**src/rtl/mlp_pkg.sv**
```systemverilog
// Shared constants, FSM encoding and index-width helper for the MLP layer sequencer.
package mlp_pkg;

  localparam int DEF_INPUT_WIDTH  = 20;
  localparam int DEF_ACCUM_WIDTH  = 48;
  localparam int DEF_OUTPUT_WIDTH = 20;
  localparam int DEF_NUM_INPUTS   = 4;
  localparam int DEF_NUM_NEURONS  = 8;
  localparam int DEF_WADDR_W      = 8;
  localparam int DEF_TIMEOUT_CYC  = 1023;

  localparam logic [2:0] ST_IDLE     = 3'd0;
  localparam logic [2:0] ST_LOAD_IN  = 3'd1;
  localparam logic [2:0] ST_FETCH_W  = 3'd2;
  localparam logic [2:0] ST_START    = 3'd3;
  localparam logic [2:0] ST_WAIT_NEU = 3'd4;
  localparam logic [2:0] ST_EMIT     = 3'd5;
  localparam logic [2:0] ST_DONE     = 3'd6;

  // Bits needed to index 'depth' items; never narrower than one bit.
  function automatic int idx_width(input int depth);
    return (depth <= 2) ? 1 : $clog2(depth);
  endfunction

endpackage

```
**src/rtl/mlp_layer_sequencer_if.sv**
```systemverilog
// Input sample stream and indexed activation stream of the layer sequencer.
interface mlp_layer_sequencer_if
  import mlp_pkg::*;
#(
  parameter int INPUT_WIDTH  = DEF_INPUT_WIDTH,
  parameter int OUTPUT_WIDTH = DEF_OUTPUT_WIDTH,
  parameter int IDX_W        = idx_width(DEF_NUM_NEURONS)
) ();

  logic                    in_valid;
  logic [INPUT_WIDTH-1:0]  in_data;
  logic                    in_ready;

  logic                    out_valid;
  logic [OUTPUT_WIDTH-1:0] out_data;
  logic [IDX_W-1:0]        out_index;
  logic                    out_ready;

  modport master (
    output in_valid, in_data, out_ready,
    input  in_ready, out_valid, out_data, out_index
  );

  modport slave (
    input  in_valid, in_data, out_ready,
    output in_ready, out_valid, out_data, out_index
  );

endinterface

```
**src/rtl/mlp_operand_pack.sv**
```systemverilog
// DEPTH x WIDTH operand register with an indexed write port and a flattened read port.
module mlp_operand_pack #(
  parameter int WIDTH = 20,
  parameter int DEPTH = 4,
  parameter int IDX_W = 3
) (
  input  logic                   clk,
  input  logic                   rst,
  input  logic                   wr_en,
  input  logic [IDX_W-1:0]       wr_idx,
  input  logic [WIDTH-1:0]       wr_data,
  output logic [WIDTH*DEPTH-1:0] flat
);

  genvar gi;
  generate
    for (gi = 0; gi < DEPTH; gi++) begin : g_elem
      logic [WIDTH-1:0] elem_q;
      logic [WIDTH-1:0] elem_d;

      always_comb begin
        elem_d = elem_q;
        if (wr_en && (wr_idx == IDX_W'(gi))) begin
          elem_d = wr_data;
        end
      end

      always_ff @(posedge clk) begin
        if (rst) begin
          elem_q <= '0;
        end else begin
          elem_q <= elem_d;
        end
      end

      assign flat[gi*WIDTH +: WIDTH] = elem_q;
    end
  endgenerate

endmodule

```
**src/rtl/mlp_layer_sequencer.sv**
```systemverilog
// Drives one neuron through a full MLP layer: load inputs, fetch weights/bias per neuron,
// start the neuron, wait for its result (with timeout) and emit it tagged with the neuron index.
module mlp_layer_sequencer
  import mlp_pkg::*;
#(
  parameter int INPUT_WIDTH  = DEF_INPUT_WIDTH,
  parameter int ACCUM_WIDTH  = DEF_ACCUM_WIDTH,
  parameter int OUTPUT_WIDTH = DEF_OUTPUT_WIDTH,
  parameter int NUM_INPUTS   = DEF_NUM_INPUTS,
  parameter int NUM_NEURONS  = DEF_NUM_NEURONS,
  parameter int WADDR_W      = DEF_WADDR_W,
  parameter int TIMEOUT_CYC  = DEF_TIMEOUT_CYC,
  localparam int NIDX_W      = idx_width(NUM_NEURONS)
) (
  input  logic                              clk,
  input  logic                              rst,
  input  logic                              layer_start,
  mlp_layer_sequencer_if.slave              stream,
  output logic                              wmem_rd_en,
  output logic [WADDR_W-1:0]                wmem_addr,
  input  logic [INPUT_WIDTH-1:0]            wmem_rdata,
  output logic [NIDX_W-1:0]                 bmem_addr,
  input  logic [ACCUM_WIDTH-1:0]            bmem_rdata,
  output logic                              neu_start,
  output logic [INPUT_WIDTH*NUM_INPUTS-1:0] neu_inputs_flat,
  output logic [INPUT_WIDTH*NUM_INPUTS-1:0] neu_weights_flat,
  output logic [ACCUM_WIDTH-1:0]            neu_bias,
  input  logic [OUTPUT_WIDTH-1:0]           neu_output_data,
  input  logic                              neu_output_valid,
  output logic                              layer_done,
  output logic                              busy,
  output logic                              err_timeout
);

  // k spans 0..NUM_INPUTS so it can also sequence the trailing fetch capture cycle.
  localparam int KW = idx_width(NUM_INPUTS + 1);
  localparam int TW = idx_width(TIMEOUT_CYC + 1);

  logic [2:0]              state_q,    state_d;
  logic [KW-1:0]           k_q,        k_d;
  logic [NIDX_W-1:0]       n_q,        n_d;
  logic [TW-1:0]           tmo_q,      tmo_d;
  logic [ACCUM_WIDTH-1:0]  bias_q,     bias_d;
  logic [OUTPUT_WIDTH-1:0] out_data_q, out_data_d;
  logic                    err_q,      err_d;

  logic          in_wr;
  logic          w_wr;
  logic [KW-1:0] w_idx;

  assign w_idx = k_q - KW'(1);

  always_comb begin
    state_d    = state_q;
    k_d        = k_q;
    n_d        = n_q;
    tmo_d      = tmo_q;
    bias_d     = bias_q;
    out_data_d = out_data_q;
    err_d      = err_q;
    in_wr      = 1'b0;
    w_wr       = 1'b0;

    case (state_q)
      ST_IDLE: begin
        if (layer_start) begin
          state_d = ST_LOAD_IN;
          k_d     = '0;
          n_d     = '0;
          err_d   = 1'b0;
        end
      end

      ST_LOAD_IN: begin
        if (stream.in_valid) begin
          in_wr = 1'b1;
          if (k_q == KW'(NUM_INPUTS - 1)) begin
            k_d     = '0;
            state_d = ST_FETCH_W;
          end else begin
            k_d = k_q + KW'(1);
          end
        end
      end

      // Cycle k strobes weight k; the data returning in cycle k belongs to weight k-1.
      ST_FETCH_W: begin
        if (k_q != '0) begin
          w_wr = 1'b1;
        end
        if (k_q == KW'(1)) begin
          bias_d = bmem_rdata;
        end
        if (k_q == KW'(NUM_INPUTS)) begin
          k_d     = '0;
          state_d = ST_START;
        end else begin
          k_d = k_q + KW'(1);
        end
      end

      ST_START: begin
        tmo_d   = '0;
        state_d = ST_WAIT_NEU;
      end

      // A result arriving on the last allowed cycle takes priority over the timeout.
      ST_WAIT_NEU: begin
        if (neu_output_valid) begin
          out_data_d = neu_output_data;
          state_d    = ST_EMIT;
        end else if (tmo_q == TW'(TIMEOUT_CYC - 1)) begin
          err_d      = 1'b1;
          out_data_d = '0;
          state_d    = ST_EMIT;
        end else begin
          tmo_d = tmo_q + TW'(1);
        end
      end

      ST_EMIT: begin
        if (stream.out_ready) begin
          if (n_q == NIDX_W'(NUM_NEURONS - 1)) begin
            state_d = ST_DONE;
          end else begin
            n_d     = n_q + NIDX_W'(1);
            k_d     = '0;
            state_d = ST_FETCH_W;
          end
        end
      end

      ST_DONE: begin
        state_d = ST_IDLE;
      end

      default: begin
        state_d = ST_IDLE;
      end
    endcase
  end

  always_ff @(posedge clk) begin
    if (rst) begin
      state_q    <= ST_IDLE;
      k_q        <= '0;
      n_q        <= '0;
      tmo_q      <= '0;
      bias_q     <= '0;
      out_data_q <= '0;
      err_q      <= 1'b0;
    end else begin
      state_q    <= state_d;
      k_q        <= k_d;
      n_q        <= n_d;
      tmo_q      <= tmo_d;
      bias_q     <= bias_d;
      out_data_q <= out_data_d;
      err_q      <= err_d;
    end
  end

  mlp_operand_pack #(
    .WIDTH (INPUT_WIDTH),
    .DEPTH (NUM_INPUTS),
    .IDX_W (KW)
  ) u_inputs (
    .clk     (clk),
    .rst     (rst),
    .wr_en   (in_wr),
    .wr_idx  (k_q),
    .wr_data (stream.in_data),
    .flat    (neu_inputs_flat)
  );

  mlp_operand_pack #(
    .WIDTH (INPUT_WIDTH),
    .DEPTH (NUM_INPUTS),
    .IDX_W (KW)
  ) u_weights (
    .clk     (clk),
    .rst     (rst),
    .wr_en   (w_wr),
    .wr_idx  (w_idx),
    .wr_data (wmem_rdata),
    .flat    (neu_weights_flat)
  );

  assign wmem_rd_en = (state_q == ST_FETCH_W) && (k_q < KW'(NUM_INPUTS));
  assign wmem_addr  = wmem_rd_en
                    ? (WADDR_W'(n_q) * WADDR_W'(NUM_INPUTS) + WADDR_W'(k_q))
                    : '0;
  assign bmem_addr  = n_q;

  assign neu_start        = (state_q == ST_START);
  assign neu_bias         = bias_q;
  assign stream.in_ready  = (state_q == ST_LOAD_IN);
  assign stream.out_valid = (state_q == ST_EMIT);
  assign stream.out_data  = out_data_q;
  assign stream.out_index = n_q;
  assign layer_done       = (state_q == ST_DONE);
  assign busy             = (state_q != ST_IDLE);
  assign err_timeout      = err_q;

endmodule

```
**src/flat_wrapper.sv**
```systemverilog
// flat-port wrapper written by rule: the top's interface ports become plain ports
module mlp_layer_sequencer_flat import mlp_pkg::*;
#(
  parameter int INPUT_WIDTH  = DEF_INPUT_WIDTH,
  parameter int ACCUM_WIDTH  = DEF_ACCUM_WIDTH,
  parameter int OUTPUT_WIDTH = DEF_OUTPUT_WIDTH,
  parameter int NUM_INPUTS   = DEF_NUM_INPUTS,
  parameter int NUM_NEURONS  = DEF_NUM_NEURONS,
  parameter int WADDR_W      = DEF_WADDR_W,
  parameter int TIMEOUT_CYC  = DEF_TIMEOUT_CYC,
  localparam int NIDX_W      = idx_width(NUM_NEURONS)
)
  (clk, rst, layer_start, wmem_rd_en, wmem_addr, wmem_rdata, bmem_addr, bmem_rdata, neu_start, neu_inputs_flat, neu_weights_flat, neu_bias, neu_output_data, neu_output_valid, layer_done, busy, err_timeout, stream_in_valid, stream_in_data, stream_out_ready, stream_in_ready, stream_out_valid, stream_out_data, stream_out_index);
  mlp_layer_sequencer_if #(.INPUT_WIDTH(INPUT_WIDTH), .OUTPUT_WIDTH(OUTPUT_WIDTH), .IDX_W(3)) stream_i ();
  input  logic clk;
  input  logic rst;
  input  logic layer_start;
  output logic wmem_rd_en;
  output logic [WADDR_W-1:0] wmem_addr;
  input  logic [INPUT_WIDTH-1:0] wmem_rdata;
  output logic [NIDX_W-1:0] bmem_addr;
  input  logic [ACCUM_WIDTH-1:0] bmem_rdata;
  output logic neu_start;
  output logic [INPUT_WIDTH*NUM_INPUTS-1:0] neu_inputs_flat;
  output logic [INPUT_WIDTH*NUM_INPUTS-1:0] neu_weights_flat;
  output logic [ACCUM_WIDTH-1:0] neu_bias;
  input  logic [OUTPUT_WIDTH-1:0] neu_output_data;
  input  logic neu_output_valid;
  output logic layer_done;
  output logic busy;
  output logic err_timeout;
  input wire logic [$bits(stream_i.in_valid)-1:0] stream_in_valid;
  input wire logic [$bits(stream_i.in_data)-1:0] stream_in_data;
  input wire logic [$bits(stream_i.out_ready)-1:0] stream_out_ready;
  output wire logic [$bits(stream_i.in_ready)-1:0] stream_in_ready;
  output wire logic [$bits(stream_i.out_valid)-1:0] stream_out_valid;
  output wire logic [$bits(stream_i.out_data)-1:0] stream_out_data;
  output wire logic [$bits(stream_i.out_index)-1:0] stream_out_index;
  assign stream_i.in_valid = stream_in_valid;
  assign stream_i.in_data = stream_in_data;
  assign stream_i.out_ready = stream_out_ready;
  assign stream_in_ready = stream_i.in_ready;
  assign stream_out_valid = stream_i.out_valid;
  assign stream_out_data = stream_i.out_data;
  assign stream_out_index = stream_i.out_index;
  mlp_layer_sequencer #(.INPUT_WIDTH(INPUT_WIDTH), .ACCUM_WIDTH(ACCUM_WIDTH), .OUTPUT_WIDTH(OUTPUT_WIDTH), .NUM_INPUTS(NUM_INPUTS), .NUM_NEURONS(NUM_NEURONS), .WADDR_W(WADDR_W), .TIMEOUT_CYC(TIMEOUT_CYC)) u_core (.clk(clk), .rst(rst), .layer_start(layer_start), .stream(stream_i), .wmem_rd_en(wmem_rd_en), .wmem_addr(wmem_addr), .wmem_rdata(wmem_rdata), .bmem_addr(bmem_addr), .bmem_rdata(bmem_rdata), .neu_start(neu_start), .neu_inputs_flat(neu_inputs_flat), .neu_weights_flat(neu_weights_flat), .neu_bias(neu_bias), .neu_output_data(neu_output_data), .neu_output_valid(neu_output_valid), .layer_done(layer_done), .busy(busy), .err_timeout(err_timeout));
endmodule
```
**config.mk**
```make
export PLATFORM = sky130hd
export DESIGN_NAME = mlp_layer_sequencer_flat
export DESIGN_NICKNAME = d
export VERILOG_FILES = /design/src/rtl/mlp_pkg.sv /design/src/rtl/mlp_layer_sequencer_if.sv /design/src/rtl/mlp_operand_pack.sv /design/src/rtl/mlp_layer_sequencer.sv /design/src/flat_wrapper.sv
export SDC_FILE = /design/constraint.sdc
export NUM_CORES = 1
export LEC_CHECK = 0
export BUFFER_PORTS_ARGS = -buffer_cell sky130_fd_sc_hd__buf_2
export CORE_ASPECT_RATIO = 0.5
export CORE_MARGIN = 5
export CORE_UTILIZATION = 54
export DETAILED_ROUTE_END_ITERATION = 8
export GPL_TIMING_DRIVEN = 0
export PLACE_DENSITY_LB_ADDON = 0.25
export SLEW_MARGIN = 10
export SYNTH_ARGS = -nofsm -noshare
export SYNTH_HDL_FRONTEND = slang
export SYNTH_HIERARCHICAL = 1
export SYNTH_SLANG_ARGS = --single-unit
```
**constraint.sdc**
```tcl
create_clock -name clk -period 3.6 [get_ports clk]
set_clock_uncertainty 0.05 [all_clocks]
set_input_delay 0.18 -clock clk [delete_from_list [all_inputs] [get_ports clk]]
set_output_delay 0.18 -clock clk [all_outputs]
set_load 0.03 [all_outputs]
```
==> results.ini, run 1 <==
[yosys]
yosysUniqueCellTypes=53
yosysMostFrequentCell=dfxtp_1
syn_inst=1008
syn_area_mm2=0.0101
async_flop_share=0
postSynthAreaPerCell_um2=10.1
ys.flop_type=dfxtp_1
synth_edf_count=0
yosysWarnings=6
yosys.area.top_type=dfxtp_1
synth_top_area_frac=0.490
seq_area_frac_synth=0.490
synthTopCellsByCount=dfxtp_1, nand2b_1, mux2i_1
synth_area_leaders=dfxtp_1, mux2i_1, nand2b_1
ys_ff_latch=248

[critical_path]
worstPathCellList=inv_1 -> ha_1 -> a21oi_1 -> nor4b_2 -> buf_4 -> mux2i_1
worstSetupStartpointType=flop
rr_worst_depth=6
crit_path_end=u_core/u_weights/g_elem[0].elem_q[7]
worstPathMaxFanout=11
worst-setup-path-type=flop to flop
end_kind=flop
cpPeakStageDelay_ns=0.57
rrSetupSlack_ns=0.84
rr_startpoint=u_core/k_q[0]
regToRegEndpoint=u_core/u_weights/g_elem[0].elem_q[7]
required_ns=3.97
slowest_stage=dfxtp_1
arrival_ns=3.13
cp-startpoint=u_core/k_q[0]

[sta]
rsz0062_at_grt=no
period_minus_slack_ns=2.76
layout_worst_path_cycle_share=0.767
hold_ws_ns=0.0121
finalHoldViolCount=0
finalSetupViolCount=0
fmax_ghz=0.362
finalMaxSlewViolations=0
maxSlewHeadroom=0.568
tightest_slew_ns=0.647
setup_tns_ns=0

[pwr]
p_per_area_mw_per_mm2=457
peakVddDrop_mv=0.363
p_leak_nw=6.96

[global_routing]
grt.overflow.total=0
antenna_found_initial=0
grt_pass1_vias=9808
grt_pass1_wl_um=52000
track_usage=0.293
grt_max_degree=17

[floorplan]
die_area_mm2=0.0218
num_rows=35
initial_core_util=0.550
die_h_um=107
dieWidth_um=204
ioPinCount=363
core_region_area_mm2=0.0184

[layout]
final_util=0.761
fin_area_mm2=0.0140
antenna_cells=0
ff_latch_area_mm2=0.00496
syn_to_final_growth_pct=38.5
fillers=1243
drive_above_1_share=0.293
nets=1611
stdcell_count=1759
multi_input_area_mm2=0.00476

[clock_network]
htreeDepth=1
cts_buffers=22
cts_setup_buffers=0
cts_tree=done
clk_pin_slew_ns=0.07
cts_max_path_buffers=3
cts_root_buffer=clkbuf_16
clk-insertion-delay-late_ns=0.51
cts.sinks=248
ctsResizeCount=0
ctsHoldBuffers=93

[route]
avgViaCountPerCell=5.24
ant_nets=0
wl_per_cell_um=18.9
first_pass_iters=7
drtIter0Drc=462
wirelength_um=33300
drc=0
num_vias=9216

[hold_path]
holdCritPathClass=input pin to flop

[run]
maxCapViolCount=0

[run_status]
status=finished clean

[place]
globalplace.congestion=0.839
dp_cells=1627
place_area_mm2=0.0123
io_buffers=359
place_hpwl_um=22000

## per-layer routing
layer	wire length, µm	part of all wire	global-route usage
met3	2210	0.066	0.0647
met1	13300	0.40	0.338
met4	1470	0.044	0.117
met2	16300	0.49	0.534
met5	0	0	0
## worst max-delay path, delay by kind of cell (launching register included)
family          cells  cell delay [ns]
compound gates      1             0.41
buf+inv             2             0.59
simple gates        1             0.56
mux                 1             0.22
flops               1             0.57
fa+ha+maj           1             0.28
## cells by family after synthesis
logic type,Yosys count,synth area share
adders and majority gates,12,0.0148
xor gates and xnor gates,2,0.00173
other,1,0.000370
AOI/OAI and AO/OA,104,0.0684
and+or+nand+nor,385,0.218
DFF,248,0.490
buffers and inverters,88,0.0410
muxes,168,0.166
## cell usage in the layout, fill, tap and decap left out, types with 2 or more instances in the layout
cell | synthesis | final
a211o_1 | 3 | 3
a211oi_1 | 3 | 3
a21oi_1 | 63 | 63
a22o_1 | 20 | 20
and2_1 | 6 | 6
and3_1 | 3 | 3
buf_2 | 22 | 381
buf_4 | 11 | 11
buf_6 | 2 | 2
bufinv_16 | 0 | 7
clkbuf_1 | 38 | 41
clkbuf_16 | 0 | 23
clkbuf_8 | 0 | 2
clkinv_2 | 0 | 4
conb_1 | 1 | 2
dfxtp_1 | 248 | 248
dlygate4sd3_1 | 0 | 93
ha_1 | 12 | 12
inv_1 | 14 | 14
mux2i_1 | 167 | 167
nand2_1 | 110 | 110
nand2b_1 | 201 | 201
nand3_1 | 11 | 11
nand3b_1 | 4 | 4
nand4_1 | 5 | 5
nand4b_1 | 2 | 2
nand4bb_1 | 4 | 4
nor2_1 | 9 | 9
nor3_1 | 7 | 7
nor4b_1 | 2 | 2
nor4b_2 | 2 | 2
nor4b_4 | 2 | 2
nor4bb_1 | 3 | 3
or3_1 | 8 | 8
or4b_1 | 2 | 2
## worst min-delay path by stage
| stage | startpoint | cells past startpoint | endpoint | slack [ns] |
|---|---|---|---|---|
| global route | stream_in_data[14] | 3 | u_core/u_inputs/g_elem[0].elem_q[14] | 0.02 |
| detailed placement | neu_output_data[7] | 2 | u_core/stream.out_data[7] | 0.36 |
| floorplan | neu_output_data[0] | 1 | u_core/stream.out_data[0] | 0.26 |
| CTS | stream_in_data[5] | 3 | u_core/u_inputs/g_elem[3].elem_q[5] | 0.0008 |
| global placement | neu_output_data[3] | 2 | u_core/stream.out_data[3] | 0.35 |
| finish | stream_in_data[5] | 3 | u_core/u_inputs/g_elem[1].elem_q[5] | 0.01 |
## through the flow
step / setup slack, ns / power (mW)
6_report: 0.838 / 6.41
3_3_place_gp: 0.974 / 3.58
5_1_grt: 0.662 / 6.62
2_1_floorplan: 0.974 / 3.37
4_1_cts: 0.832 / 6.41
3_5_place_dp: 0.888 / 3.60
## state kept, by name, summed over array words and instances (netlist names)
| signal | flops |
|---|---|
| u_core/neu_bias | 48 |
| u_core/err_timeout | 1 |
| u_core/bmem_addr | 3 |
| u_core/u_weights/g_elem.elem_q | 80 |
| u_core/k_q | 3 |
| u_core/stream.out_data | 20 |
| u_core/tmo_q | 10 |
| u_core/u_inputs/g_elem.elem_q | 80 |
| u_core/state_q | 3 |
## area by class of cell
cell class / instances / share of cell area
Buffer: 74 / 0.0259
Clock buffer: 28 / 0.0438
Clock inverter: 11 / 0.0164
Inverter: 14 / 0.00374
Multi-Input combinational cell: 673 / 0.339
Sequential cell: 248 / 0.354
Tap cell: 259 / 0.0231
Timing Repair Buffer: 452 / 0.194
## power by group
part | leakage (nW) | total [mW] | internal (mW) | switching (mW)
Combinational | 4.54 | 0.805 | 0.335 | 0.470
Sequential | 2.00 | 2.83 | 2.80 | 0.0384
Clock | 0.416 | 2.77 | 1.71 | 1.06
Total | 6.96 | 6.41 | 4.84 | 1.57
Note: power is estimated with default switching activity, not from simulation.
==> run 2: changes to the inputs <==
--- a/config.mk
+++ b/config.mk
@@ -8,7 +8,7 @@
 export BUFFER_PORTS_ARGS = -buffer_cell sky130_fd_sc_hd__buf_2
 export CORE_ASPECT_RATIO = 0.5
 export CORE_MARGIN = 5
-export CORE_UTILIZATION = 54
+export CORE_UTILIZATION = 50
 export DETAILED_ROUTE_END_ITERATION = 8
 export GPL_TIMING_DRIVEN = 0
 export PLACE_DENSITY_LB_ADDON = 0.25
==> constraint.sdc (replaced) <==
create_clock -name clk -period 2.58 [get_ports clk]
set_clock_uncertainty 0.05 [all_clocks]
set_input_delay 0.129 -clock clk [delete_from_list [all_inputs] [get_ports clk]]
set_output_delay 0.129 -clock clk [all_outputs]
set_load 0.03 [all_outputs]
==> results.ini, run 2 (synthesis gave the netlist of run 1 again) <==
[sta]
finalMaxSlewViolations=0  ; unchanged
layout_worst_path_cycle_share=0.936  ; +0.169
finalHoldViolCount=0  ; unchanged
maxSlewHeadroom=0.602  ; +0.0338
tightest_slew_ns=0.596  ; -0.0505 ns
finalSetupViolCount=0  ; unchanged
rsz0062_at_grt=no
period_minus_slack_ns=2.42  ; -0.347 ns
setup_tns_ns=0  ; unchanged
fmax_ghz=0.414  ; +14%

[route]
drtIter0Drc=609  ; +32%
num_vias=9158  ; -0.63%
maxUsedRoutingLayer=met4
wl_met2_um=15500  ; -4.9%
drc=0  ; unchanged
wl_met3_um=2120  ; -4.1%
avgViaCountPerCell=5.13  ; -2.0%
wirelength_um=31800  ; -4.4%
first_pass_iters=5  ; -2
wl_per_cell_um=17.8  ; -5.8%
met1Wirelength_um=13200  ; -0.55%
ant_nets=0  ; unchanged

[critical_path]
required_ns=2.96  ; -1.01 ns
rrSetupSlack_ns=0.16  ; -0.67 ns
worst-setup-path-type=flop to flop
worstSetupStartpointType=flop
end_kind=flop
arrival_ns=2.79  ; -0.34 ns
worstPathMaxFanout=10  ; -1

[clock_network]
cts_max_path_buffers=3  ; unchanged
cts_tree=done
cts_buffers=22  ; unchanged
htreeDepth=1  ; unchanged
cts_root_buffer=clkbuf_16
clk-insertion-delay-late_ns=0.50  ; about the same
cts.sinks=248  ; unchanged
clk_pin_slew_ns=0.08  ; about the same

[layout]
drive_above_1_share=0.294  ; +0.000474
antenna_cells=0  ; unchanged
final_cell_mix=buf_2, dfxtp_1, nand2b_1
fillers=1408  ; +13%
syn_to_final_growth_pct=39.7
nets=1628  ; +1.1%
final_util=0.719  ; -0.0418
stdcell_count=1784  ; +1.4%
final_common_cell=buf_2

[floorplan]
core_region_area_mm2=0.0197  ; +6.8%
die_area_mm2=0.0234  ; +7.4%
ioPinCount=363  ; unchanged
die_h_um=111  ; +3.6%
dieWidth_um=211  ; +3.7%
num_rows=36  ; +2.9%
initial_core_util=0.515  ; -0.0348

[pwr]
p_clk_frac=0.403  ; -0.029
share_seq_of_total_power=0.462  ; +0.020
power_mw=8.55  ; +33%
power_frac_comb=0.135  ; +0.010
peakVddDrop_mv=0.388  ; +7.0%
swShare=0.257  ; +0.0120
p_leak_nw=7.00  ; +0.62%
p_per_area_mw_per_mm2=604  ; +32%
intPower_mw=6.36  ; +31%
netSwitchingPower_mw=2.20  ; +40%

[place]
io_buffers=359  ; unchanged
globalplace.congestion=0.891  ; +6.1%
place_hpwl_um=21900  ; -0.56%
dp_cells=1634  ; +0.43%

[global_routing]
track_usage=0.258  ; -0.0353
grt_max_degree=18  ; +1
antenna_found_initial=0  ; unchanged
grt_pass1_vias=9494  ; -3.2%
grt_pass1_wl_um=50100  ; -3.7%
grt.overflow.total=0  ; unchanged

[run_status]
status=finished clean

[hold_path]
holdCritPathClass=input pin to flop

[run]
maxCapViolCount=0  ; unchanged

run 2: timing repair:
action                                  in CTS  in global routing
resized for setup                            3                  3
cloned                                       0                  0
buffers inserted                             0                  1
pin swaps                                    0                  0
hold buffers                               109                  0
hold endpoints to repair                   216                  0
endpoints found under the setup margin      10                 35
run 2: power groups by stage:
stage	logic (mW)	registers (mW)	clock network [mW]
3_5_place_dp	0.990	4.04	0
5_1_grt	1.23	3.96	3.67
6_report	1.15	3.96	3.45
4_1_cts	1.13	3.95	3.50
2_1_floorplan	0.554	4.15	0
3_3_place_gp	0.968	4.04	0
run 2: final timing paths:
kind,cells past startpoint,to,startpoint
setup reg to reg,7,u_core/u_weights/g_elem[1].elem_q[17],u_core/state_q[1]
setup / recovery,7,u_core/u_weights/g_elem[1].elem_q[17],u_core/state_q[1]
hold / removal,3,u_core/u_weights/g_elem[0].elem_q[16],wmem_rdata[16]
hold reg to reg,2,u_core/neu_bias[29],u_core/neu_bias[29]
run 2: per-layer routing:
metal  GRT usage  vias up
li1            -     4394
met1       0.315     4364
met2       0.457      326
met3      0.0554       74
met4      0.0776        0
met5           0        -
run 2: through the flow:
step	setup WS [ns]	hold slack, ns	cell area [µm²]
floorplan	0.238	0.212	10100
detailed placement	-0.175	0.304	12300
global placement	-0.0433	0.298	12300
CTS	0.0524	0.00584	14100
global route	0.0274	0.0162	14200
finish	0.165	0.0201	14200
run 2: final cells by class:
type,count,area (µm²),area share
plain buffers,74,365,0.0258
clock buffers,30,642,0.0453
clock inverters,10,115,0.00813
inverters,14,52.6,0.00371
multi-input cells,673,4790,0.338
flip-flops and latches,248,4970,0.351
well taps,266,333,0.0235
repair buffers,469,2900,0.204
run 2: worst max-delay path, stage by stage (launching register included):
cell	delay, ns
dfxtp_1	0.33
buf_6	0.14
clkbuf_1	0.34
nand2_1	0.25
a21oi_2	0.33
nor4bb_1	0.33
buf_2	0.32
mux2i_1	0.25
==> run 3: changes to the inputs <==
--- a/config.mk
+++ b/config.mk
@@ -6,9 +6,11 @@
 export NUM_CORES = 1
 export LEC_CHECK = 0
 export BUFFER_PORTS_ARGS = -buffer_cell sky130_fd_sc_hd__buf_2
+export CELL_PAD_IN_SITES_DETAIL_PLACEMENT = 0
+export CELL_PAD_IN_SITES_GLOBAL_PLACEMENT = 2
 export CORE_ASPECT_RATIO = 0.5
 export CORE_MARGIN = 5
-export CORE_UTILIZATION = 50
+export CORE_UTILIZATION = 30
 export DETAILED_ROUTE_END_ITERATION = 8
 export GPL_TIMING_DRIVEN = 0
 export PLACE_DENSITY_LB_ADDON = 0.25
==> results.ini, run 3 (synthesis gave the netlist of run 1 again) <==
[sta]
finalHoldViolCount=0  ; unchanged
layout_worst_path_cycle_share=0.928  ; -0.00779
finalSetupViolCount=0  ; unchanged
tightest_slew_ns=0.671  ; +0.0748 ns
rsz0062_at_grt=no
fmax_ghz=0.418  ; +0.84%
setup_tns_ns=0  ; unchanged
finalMaxSlewViolations=0  ; unchanged
period_minus_slack_ns=2.39  ; -0.0201 ns
maxSlewHeadroom=0.552  ; -0.0500
hold_ws_ns=0.102  ; +0.0821 ns

[route]
first_pass_iters=5  ; unchanged
wirelength_um=32700  ; +3.0%
ant_nets=0  ; unchanged
wl_per_cell_um=16.7  ; -6.5%
avgViaCountPerCell=4.50  ; -12%
num_vias=8851  ; -3.4%
drc=0  ; unchanged
drtIter0Drc=355  ; -42%

[run]
maxCapViolCount=0  ; unchanged

[clock_network]
clk-insertion-delay-late_ns=0.54  ; +0.04 ns
cts_root_buffer=clkbuf_16
cts_max_path_buffers=3  ; unchanged
cts_tree=done
cts.sinks=248  ; unchanged
cts_buffers=26  ; +18%
clk_pin_slew_ns=0.06  ; -0.02 ns
cts_setup_buffers=0  ; unchanged
htreeDepth=1  ; unchanged

[global_routing]
grt_pass1_wl_um=51300  ; +2.5%
grt.overflow.total=0  ; unchanged
grt_pass1_vias=9148  ; -3.6%
antenna_found_initial=0  ; unchanged
track_usage=0.165  ; -0.0928
grt_max_degree=15  ; -3

[critical_path]
worstSetupStartpointType=flop
cp_common_cell=buf_2
required_ns=2.99  ; +0.03 ns
arrival_ns=2.81  ; +0.02 ns
end_kind=flop
worstPathCellList=buf_2 -> buf_2 -> nor2_1 -> nand2_1 -> a21oi_4 -> nor4b_4 -> buf_4 -> mux2i_1
rr_worst_depth=8  ; +1
slowest_stage=nor4b_4
cpPeakStageDelay_ns=0.37  ; +0.03 ns
worst-setup-path-type=flop to flop
worstPathMaxFanout=10  ; unchanged

[place]
io_buffers=359  ; unchanged
place_hpwl_um=24300  ; +11%
globalplace.congestion=0.802  ; -10%
place_area_mm2=0.0125  ; +1.8%

[floorplan]
ioPinCount=363  ; unchanged
core_region_area_mm2=0.0332  ; +68%
initial_core_util=0.305  ; -0.209
dieWidth_um=270  ; +28%
die_h_um=140  ; +26%
num_rows=47  ; +31%
die_area_mm2=0.0378  ; +62%

[hold_path]
whs_path_depth=4  ; +1
holdCritPathClass=input pin to flop

[pwr]
p_leak_nw=7.06  ; +0.79%
power_mw=8.90  ; +4.0%
p_clk_frac=0.425  ; +0.022
intPower_mw=6.60  ; +3.8%
power_frac_comb=0.130  ; -0.005
swShare=0.259  ; +0.00162
share_seq_of_total_power=0.445  ; -0.017
peakVddDrop_mv=0.335  ; -14%
netSwitchingPower_mw=2.30  ; +4.7%
p_per_area_mw_per_mm2=613  ; +1.5%

[layout]
syn_to_final_growth_pct=43.2
fillers=3270  ; +130%
antenna_cells=0  ; unchanged
final_common_cell=buf_2
multi_input_area_mm2=0.00480  ; +0.29%
nets=1633  ; +0.31%
fin_area_mm2=0.0145  ; +2.5%
drive_above_1_share=0.295  ; +0.00127
ff_latch_area_mm2=0.00497  ; unchanged
final_cell_mix=buf_2, dfxtp_1, nand2b_1

[run_status]
status=finished clean

==> run 3: cell types whose count changed in the layout (fill, tap and decap cells not counted), sizes merged <==
cell | before | now
clkinv | 4 | 6
dlygate4sd3 | 109 | 112
buf | 394 | 391
clkbuf | 70 | 76
inv | 15 | 14
==> run 3: repair_timing <==
| action | CTS | global route |
|---|---|---|
| endpoints found under the hold margin | 232 | 0 |
| hold buffers | 112 | 0 |
| setup endpoints to repair | 10 | 49 |
| gates resized for setup | 3 | 7 |
==> run 3: metrics by stage <==
step	worst slack, ns	utilization	cells
3_5_place_dp	-0.194	0.377	1809
3_3_place_gp	-0.0866	0.377	1809
6_report	0.185	0.437	1966
2_1_floorplan	0.238	-	1009
5_1_grt	0.0201	0.437	1966
4_1_cts	0.0790	0.437	1967
==> run 3: path summary, 6_finish.rpt <==
path,endpoint,from,slack [ns]
setup / recovery,u_core/u_weights/g_elem[0].elem_q[7],u_core/state_q[2],0.19
hold / removal,u_core/state_q[1],stream_in_valid,0.10
setup reg to reg,u_core/u_weights/g_elem[0].elem_q[7],u_core/state_q[2],0.19
hold reg to reg,u_core/neu_bias[7],u_core/neu_bias[7],0.40
==> run 3: cell type report <==
class,instances,area share
plain buffers,73,0.0253
inverters,14,0.00362
well taps,441,0.0380
clock buffers,35,0.0507
repair buffers,471,0.201
clock inverters,11,0.00776
flip-flops and latches,248,0.342
multi-input cells,673,0.331
==> run 3: critical path: cells and delay by family, from the launching register on <==
kind	cells	cell delay, ns
DFF	1	0.30
buffers and inverters	3	0.67
AOI/OAI and AO/OA	1	0.27
and+or+nand+nor	3	0.81
muxes	1	0.21
==> run 3: per-layer routing <==
metal / global-route usage / vias up / wire length (µm)
met5: 0 / - / 0
met4: 0.0571 / 0 / 1170
met3: 0.0338 / 68 / 1410
met2: 0.293 / 187 / 16300
met1: 0.202 / 4201 / 13900
li1: - / 4395 / -
==> run 3: power by group through the flow <==
stage          Sequential, mW  Clock [mW]  Combinational, mW
3_3_place_gp             4.04           0               1.01
4_1_cts                  3.95        3.93               1.16
6_report                 3.96        3.78               1.16
3_5_place_dp             4.04           0               1.02
5_1_grt                  3.96        4.10               1.26
2_1_floorplan            4.15           0              0.554
